**config.mk**
```make
export PLATFORM = sky130hd
export DESIGN_NAME = div_share_sched_flat
export DESIGN_NICKNAME = d
export VERILOG_FILES = /design/src/rtl/div_share_sched_pkg.sv /design/src/rtl/div_share_sched_if.sv /design/src/rtl/div_ns_step.sv /design/src/rtl/div_share_sched.sv /design/src/flat_wrapper.sv
export SDC_FILE = /design/constraint.sdc
export NUM_CORES = 1
export LEC_CHECK = 0
export ABC_AREA = 1
export CORE_MARGIN = 8
export CORE_UTILIZATION = 51
export DETAILED_ROUTE_END_ITERATION = 12
export GPL_ROUTABILITY_DRIVEN = 0
export MAX_ROUTING_LAYER = met4
export PLACE_DENSITY = 0.8
export SLEW_MARGIN = 20
export SYNTH_ARGS = -nofsm -noshare
export SYNTH_HDL_FRONTEND = slang
export SYNTH_SLANG_ARGS = --single-unit
```
**constraint.sdc**
```tcl
create_clock -name clk -period 2.3 [get_ports clk]
set_input_delay 0.23 -clock clk [delete_from_list [all_inputs] [get_ports clk]]
set_output_delay 0.23 -clock clk [all_outputs]
set_load 0.01 [all_outputs]
```
**src/rtl/div_share_sched_pkg.sv**
```systemverilog
// div_share_pkg: shared state encoding and default widths for the shared
// non-restoring divider scheduler.
package div_share_pkg;
    localparam int DW_DEF = 8;
    localparam int BW_DEF = 4;
    localparam logic [63:0] DBZ_QUOT = '1;
    typedef enum logic [1:0] {IDLE, ITER, FIX, RESP} state_e;
endpackage

```
**src/rtl/div_share_sched_if.sv**
```systemverilog
// div_share_sched_if: two request channels and one tagged response channel
// of the shared divider.
interface div_share_sched_if #(parameter int DW = 8, parameter int BW = 4);
    logic          req0_valid, req0_ready, req1_valid, req1_ready;
    logic [DW-1:0] req0_a, req1_a;
    logic [BW-1:0] req0_b, req1_b;
    logic          resp_valid, resp_ready, resp_id, resp_dbz;
    logic [DW-1:0] resp_quot, resp_rem;
    modport master (
        output req0_valid, req0_a, req0_b, req1_valid, req1_a, req1_b, resp_ready,
        input  req0_ready, req1_ready, resp_valid, resp_id, resp_quot, resp_rem, resp_dbz
    );
    modport slave (
        input  req0_valid, req0_a, req0_b, req1_valid, req1_a, req1_b, resp_ready,
        output req0_ready, req1_ready, resp_valid, resp_id, resp_quot, resp_rem, resp_dbz
    );
endinterface

```
**src/rtl/div_ns_step.sv**
```systemverilog
// div_ns_step: one combinational non-restoring divide step on {rem_acc, q}.
module div_ns_step #(parameter int DW = 8, parameter int BW = 4) (
    input  logic [BW:0]   rem_acc,
    input  logic [DW-1:0] q,
    input  logic [BW-1:0] b,
    output logic [BW:0]   rem_nxt,
    output logic [DW-1:0] q_nxt
);
    logic [BW:0] sh, bx;
    assign sh      = {rem_acc[BW-1:0], q[DW-1]};
    assign bx      = {1'b0, b};
    assign rem_nxt = rem_acc[BW] ? sh + bx : sh - bx;
    assign q_nxt   = {q[DW-2:0], ~rem_nxt[BW]};
endmodule

```
**src/rtl/div_share_sched.sv**
```systemverilog
// div_share_sched: round-robin sharing of one iterative non-restoring divider
// between two requesters, with a tagged valid/ready response.
module div_share_sched
    import div_share_pkg::*;
#(
    parameter int DW = DW_DEF,
    parameter int BW = BW_DEF
) (
    input  logic              clk,
    input  logic              rst_n,
    div_share_sched_if.slave  bus,
    output logic              busy
);
    localparam int CW = $clog2(DW);
    state_e        state_q, state_d;
    logic          rr_q, rr_d, id_q, id_d, dbz_q, dbz_d;
    logic [CW-1:0] cnt_q, cnt_d;
    logic [BW:0]   acc_q, acc_d, acc_nxt, acc_fix;
    logic [DW-1:0] q_q, q_d, q_nxt, quot_q, quot_d, rem_q, rem_d, gnt_a;
    logic [BW-1:0] b_q, b_d, gnt_b;
    logic          gnt_id, gnt_valid;
    div_ns_step #(.DW(DW), .BW(BW)) u_step (
        .rem_acc(acc_q), .q(q_q), .b(b_q), .rem_nxt(acc_nxt), .q_nxt(q_nxt)
    );
    // Ready is masked during reset so nothing can look accepted while state is forced
    assign gnt_id         = (bus.req0_valid & bus.req1_valid) ? rr_q : bus.req1_valid;
    assign gnt_valid      = rst_n & (state_q == IDLE) & (bus.req0_valid | bus.req1_valid);
    assign gnt_a          = gnt_id ? bus.req1_a : bus.req0_a;
    assign gnt_b          = gnt_id ? bus.req1_b : bus.req0_b;
    assign acc_fix        = acc_q[BW] ? acc_q + {1'b0, b_q} : acc_q;
    assign bus.req0_ready = gnt_valid & ~gnt_id;
    assign bus.req1_ready = gnt_valid & gnt_id;
    assign bus.resp_valid = state_q == RESP;
    assign bus.resp_id    = id_q;
    assign bus.resp_quot  = quot_q;
    assign bus.resp_rem   = rem_q;
    assign bus.resp_dbz   = dbz_q;
    assign busy           = state_q != IDLE;
    always_comb begin
        state_d = state_q;
        rr_d    = rr_q;
        id_d    = id_q;
        dbz_d   = dbz_q;
        cnt_d   = cnt_q;
        acc_d   = acc_q;
        q_d     = q_q;
        b_d     = b_q;
        quot_d  = quot_q;
        rem_d   = rem_q;
        unique case (state_q)
            IDLE: if (gnt_valid) begin
                rr_d    = ~gnt_id;
                id_d    = gnt_id;
                b_d     = gnt_b;
                state_d = (gnt_b == '0) ? RESP : ITER;
                quot_d  = (gnt_b == '0) ? DBZ_QUOT[DW-1:0] : quot_q;
                rem_d   = (gnt_b == '0) ? gnt_a : rem_q;
                dbz_d   = (gnt_b == '0) ? 1'b1 : dbz_q;
                acc_d   = '0;
                q_d     = gnt_a;
                cnt_d   = '0;
            end
            ITER: begin
                acc_d   = acc_nxt;
                q_d     = q_nxt;
                cnt_d   = cnt_q + 1'b1;
                state_d = (cnt_q == CW'(DW - 1)) ? FIX : ITER;
            end
            FIX: begin
                quot_d  = q_q;
                rem_d   = {{(DW-BW){1'b0}}, acc_fix[BW-1:0]};
                dbz_d   = 1'b0;
                state_d = RESP;
            end
            RESP: state_d = bus.resp_ready ? IDLE : RESP;
            default: state_d = IDLE;
        endcase
    end
    always_ff @(posedge clk or negedge rst_n) begin
        if (!rst_n) begin
            state_q <= IDLE;
            rr_q    <= 1'b0;
            id_q    <= 1'b0;
            dbz_q   <= 1'b0;
            cnt_q   <= '0;
            acc_q   <= '0;
            q_q     <= '0;
            b_q     <= '0;
            quot_q  <= '0;
            rem_q   <= '0;
        end else begin
            state_q <= state_d;
            rr_q    <= rr_d;
            id_q    <= id_d;
            dbz_q   <= dbz_d;
            cnt_q   <= cnt_d;
            acc_q   <= acc_d;
            q_q     <= q_d;
            b_q     <= b_d;
            quot_q  <= quot_d;
            rem_q   <= rem_d;
        end
    end
endmodule

```
**src/flat_wrapper.sv**
```systemverilog
// flat-port wrapper written by rule: the top's interface ports become plain ports
module div_share_sched_flat import div_share_pkg::*;
#(
    parameter int DW = DW_DEF,
    parameter int BW = BW_DEF
)
  (clk, rst_n, busy, bus_req0_valid, bus_req0_a, bus_req0_b, bus_req1_valid, bus_req1_a, bus_req1_b, bus_resp_ready, bus_req0_ready, bus_req1_ready, bus_resp_valid, bus_resp_id, bus_resp_quot, bus_resp_rem, bus_resp_dbz);
  div_share_sched_if #(.DW(DW), .BW(BW)) bus_i ();
  input  logic clk;
  input  logic rst_n;
  output logic busy;
  input wire logic [$bits(bus_i.req0_valid)-1:0] bus_req0_valid;
  input wire logic [$bits(bus_i.req0_a)-1:0] bus_req0_a;
  input wire logic [$bits(bus_i.req0_b)-1:0] bus_req0_b;
  input wire logic [$bits(bus_i.req1_valid)-1:0] bus_req1_valid;
  input wire logic [$bits(bus_i.req1_a)-1:0] bus_req1_a;
  input wire logic [$bits(bus_i.req1_b)-1:0] bus_req1_b;
  input wire logic [$bits(bus_i.resp_ready)-1:0] bus_resp_ready;
  output wire logic [$bits(bus_i.req0_ready)-1:0] bus_req0_ready;
  output wire logic [$bits(bus_i.req1_ready)-1:0] bus_req1_ready;
  output wire logic [$bits(bus_i.resp_valid)-1:0] bus_resp_valid;
  output wire logic [$bits(bus_i.resp_id)-1:0] bus_resp_id;
  output wire logic [$bits(bus_i.resp_quot)-1:0] bus_resp_quot;
  output wire logic [$bits(bus_i.resp_rem)-1:0] bus_resp_rem;
  output wire logic [$bits(bus_i.resp_dbz)-1:0] bus_resp_dbz;
  assign bus_i.req0_valid = bus_req0_valid;
  assign bus_i.req0_a = bus_req0_a;
  assign bus_i.req0_b = bus_req0_b;
  assign bus_i.req1_valid = bus_req1_valid;
  assign bus_i.req1_a = bus_req1_a;
  assign bus_i.req1_b = bus_req1_b;
  assign bus_i.resp_ready = bus_resp_ready;
  assign bus_req0_ready = bus_i.req0_ready;
  assign bus_req1_ready = bus_i.req1_ready;
  assign bus_resp_valid = bus_i.resp_valid;
  assign bus_resp_id = bus_i.resp_id;
  assign bus_resp_quot = bus_i.resp_quot;
  assign bus_resp_rem = bus_i.resp_rem;
  assign bus_resp_dbz = bus_i.resp_dbz;
  div_share_sched #(.DW(DW), .BW(BW)) u_core (.clk(clk), .rst_n(rst_n), .bus(bus_i), .busy(busy));
endmodule
```
==> results of run 1 <==
worst register-to-register path, delay by kind of cell, from the launching register on:
family,cells,cell delay [ps]
AND/OR/NAND/NOR,2,160
AO/OA/AOI/OAI,3,510
adder cells (fa/ha/maj),1,310
buffers and inverters,2,350
XOR/XNOR,1,180
flip-flops,1,480
synth_stat cells (4+ instances only):
master / count / share of area, %
a21oi_1: 16 / 3.3
buf_4: 4 / 1.2
dfrtp_1: 41 / 43
ha_1: 10 / 5.2
inv_1: 20 / 3.1
inv_2: 4 / 0.62
nand2_1: 62 / 9.7
nand2_2: 6 / 1.6
nand3_1: 23 / 4.8
nand3_2: 7 / 2.9
nor2_1: 36 / 5.6
nor2_2: 5 / 1.3
o21ai_0: 15 / 3.1
o21ai_1: 8 / 1.7
o22ai_1: 7 / 1.8
layer usage:
layer	GRT usage, %	vias to the layer above	wire length, um
met3	4.000	8	294
met1	21.74	1008	2769
met5	-	-	0
met4	3.883	0	53
met2	29.99	68	2915
li1	-	1066	-
worst paths after layout:
check                                 from                       to  slack (ps)
setup / recovery           u_core.acc_q[4]          u_core.acc_q[3]         200
hold / removal                       rst_n  u_core.bus.resp_quot[6]          80
setup reg to reg           u_core.acc_q[4]          u_core.acc_q[3]         200
hold reg to reg            u_core.cnt_q[0]          u_core.cnt_q[0]         480
max in group asynchronous            rst_n        u_core.state_q[0]        1860
min in group clk                     rst_n              u_core.rr_q         430
per-stage QoR:
stage | utilization [%] | worst slack (ps) | cell area [um2] | hold WS [ps] | instances
after floorplan | - | 285.1 | 2409 | -65.59 | 294
after global placement | 63.54 | 189.4 | 2942 | 426.1 | 393
after detailed placement | 63.54 | 101.7 | 2942 | 422.2 | 393
after CTS | 65.41 | 97.43 | 3028 | 95.91 | 401
after global routing | 65.57 | 14.31 | 3035 | 120.5 | 402
final | 65.57 | 195.5 | 3035 | 82.93 | 402
cell type report:
class	count	area [um2]	share of cell area, %
tap	54	67.56	2.226
timing repair buffer	58	555.5	18.30
multi-input combinational	216	1206	39.74
clock inverter	3	17.52	0.5771
sequential	41	1026	33.80
inverter	25	93.84	3.092
clock buffer	5	68.82	2.267
kinds of logic after synthesis:
kind of cell               after synthesis
buffers and inverters                   37
and+or+nand+nor                        146
DFF                                     41
adders and majority gates               12
xor gates and xnor gates                 5
AOI/OAI and AO/OA                       53
sequential cells by signal, indices dropped and copies added, names as in the netlist:
signal                cells
u_core.bus.resp_dbz       1
u_core.bus.resp_quot      8
u_core.acc_q              5
u_core.state_q            2
u_core.b_q                4
u_core.bus.resp_id        1
u_core.bus.resp_rem       8
u_core.rr_q               1
u_core.cnt_q              3
u_core.q_q                8
report_power, final:
| group | total [mW] | internal, mW | switching, mW | leakage, nW |
|---|---|---|---|---|
| combinational | 2.27 | 1.04 | 1.23 | 0.896 |
| sequential | 1.37 | 1.08 | 0.287 | 0.486 |
| clock | 0.468 | 0.210 | 0.258 | 0.0439 |
| total | 4.11 | 2.34 | 1.77 | 1.43 |
timing repair:
action / 4_1_cts / 5_1_grt
setup endpoints to repair: 0 / 3
setup buffers: 0 / 1
gates resized for setup: 0 / 2
==> results, run 1 <==
- 0 antenna diodes ended up in the layout.
- In this run the tool buffered the top-level ports with 50 buffer cells.
- The class of the most critical hold timing path is in2async.
- The first global-routing pass estimated between 10000 and 15000 um of wire.
- In the final design database the tool counted about 390 nets.
- The setup-violating endpoint count in the final report is 0.
- The largest net degree at the start of global routing is 42.
- The combinational family with the most area after synthesis is simple AND/OR/NAND/NOR gates.
- After global routing the overflow that remains totals 0.
- The number of maximum-capacitance constraint violations is 0.
- After synthesis, the share of cell area in mux cells is 0%.
- The synthesized instance count is about 290.
- The startpoint type of the worst setup path is a register.
- Adding up every negative setup slack in the final design gives 0 ps.
- Among cell families on the critical path, the largest total delay comes from compound AO/OA/AOI/OAI gates.
- The HPWL after detailed placement is 4503 um.
- Walking the worst path, the cells encountered are clkinv_1 > buf_4 > o21ai_0 > ha_1 > nand2_1 > nand2_1 > a31oi_1 > xor2_1 > o22ai_1.
- The worst vdd rail ir drop is between 0.7 and 0.8 mV.
- The number of clock buffers inserted by TritonCTS is 5.
- At the worst endpoint, the required time is 2470 ps.
- The die span in x is between 80 and 90 um.
- STA classifies the critical path endpoint as a register.
- The largest individual stage delay along the critical path comes from the cell dfrtp_1.
- The clock arrives with approximately 6.3 ps of skew.
- 51 I/O pins were placed.
- The initial antenna violation count is 0.
- Measured along the y axis, the die boundary spans approximately 85 um.
- In this run the power density over the cells is ~1400 mW/mm2.
- Hold repair after CTS inserted 0 buffers.
- For this configuration, the core starts out at a cell density of 52.03%.
- The CTS H-tree depth is 2.
- The floorplan has 25 rows.
- The peak clock frequency supported by timing is 475.2 MHz.
- The mean cell area of the mapped netlist is around 8 um2.
- The via count of the first global-routing pass is 2107.
- The Yosys warning count is 0.
- After clock tree synthesis, the clock-pin slew on the worst setup and hold paths is roughly 80 ps.
- The floorplan die area is 0.007177 mm2.
- After Yosys synthesis, XOR and XNOR cells account for 1.818% of the synthesized area.
- The routed wire length per instance is between 15 and 20 um.
- The final layout contains routed wiring with a total length of roughly 6000 um.
- The delay of the slowest cell on the worst path is 480 ps.
- In the synthesized netlist the async set-or-reset flop fraction comes to between 90% and 100%.
- The mapped netlist covers ~0.0024 mm2.
- The logic depth of the worst setup path including buffers is 9.
- For this block, the initial DRC count from the detailed router was about 160.
- The synthesized netlist devotes 12.21% of its cell area to compound gates.
- The post-detailed-route via-to-cell ratio is approximately 5.3.
- The tree is rooted in a clkbuf_8.
- CTS saw between 40 and 50 sinks.
- Leaving out fill and tap cells, the most frequent cell in the layout is nand2_1.
- The maximum clock path buffer count is 2.
- The adder and majority cell fraction of the synthesized area is under 10%.
- Of all nets on the critical path, the largest fanout is 8.
- The number of flops mapped to enable cells by yosys is 0.
- The pre-antenna-repair detailed-routing pass consisted of 5 iterations.
- In this run, synthesis produced a sequential element count of between 40 and 50.
- The post-synthesis sequential area ratio is 42.60%.
- Setup repair after global routing left no endpoint under its margin.
- In the routed design, unresolved DRC markers number 0.
- The count of nets left with antenna violations after detail routing is 0.
- For the worst-skew pair, the clock arrives at the later sink with an insertion delay of around 290 ps.
- The final period utilization is between 90% and 100%.
- The top cell types in the final layout, fill and taps aside, are nand2_1 (62), clkdlybuf4s50_1 (49), dfrtp_1 (41).
- The completed layout was analyzed and its total power is 4.107 mW.
- The post-synth net total is approximately 340.
- TritonCTS built the clock tree.
- The number of unique standard cell types used by synthesis is 32.
- The area fraction in and, or, nand and nor cells after synthesis is between 20% and 30%.
- The core region is 0.004629 mm2.
- The final-layout fill cell count is 415.
- In the global route stage, overall resource usage came out at 18.00%.
- The run finished with clean final reports.
- The max-slew violation total from the final report is 0.
- The combined buffer and inverter count along the critical path is 2.
- The growth of design area from synthesis to finish is 26.03%.
- By instance count, the cell type seen most on the critical path is nand2_1.
- In the final layout, the share of cells above drive strength 1 is 13.51%.
- Summed over all cells, the static leakage comes to around 1.4 nW.
- The worst setup path is of the reg2reg kind.
- The worst pin sits at a relative slew slack of about two thirds.
- For this run, the leading register cell type out of synthesis is dfrtp_1.
- For the worst flop-to-flop path, the logic depth is 9.
- The final route contains ~2200 vias.
- The final hold violation count came to 0.
- At the pin with the least slew margin, the transition time is approximately 510 ps.
- The worst path in the final design needs a cycle of about 2100 ps, including I/O delays and setup.
- STA puts the critical path data arrival time at around 2300 ps.
Power figures use the tool's default switching activity.
==> inputs of run 2 (changes only) <==
--- a/config.mk
+++ b/config.mk
@@ -12,7 +12,6 @@
 export GPL_ROUTABILITY_DRIVEN = 0
 export MAX_ROUTING_LAYER = met4
 export PLACE_DENSITY = 0.8
-export SLEW_MARGIN = 20
 export SYNTH_ARGS = -nofsm -noshare
 export SYNTH_HDL_FRONTEND = slang
 export SYNTH_SLANG_ARGS = --single-unit
==> results of run 2 <==
No change in the layout: final DEF, timing and power equal those of run 1.
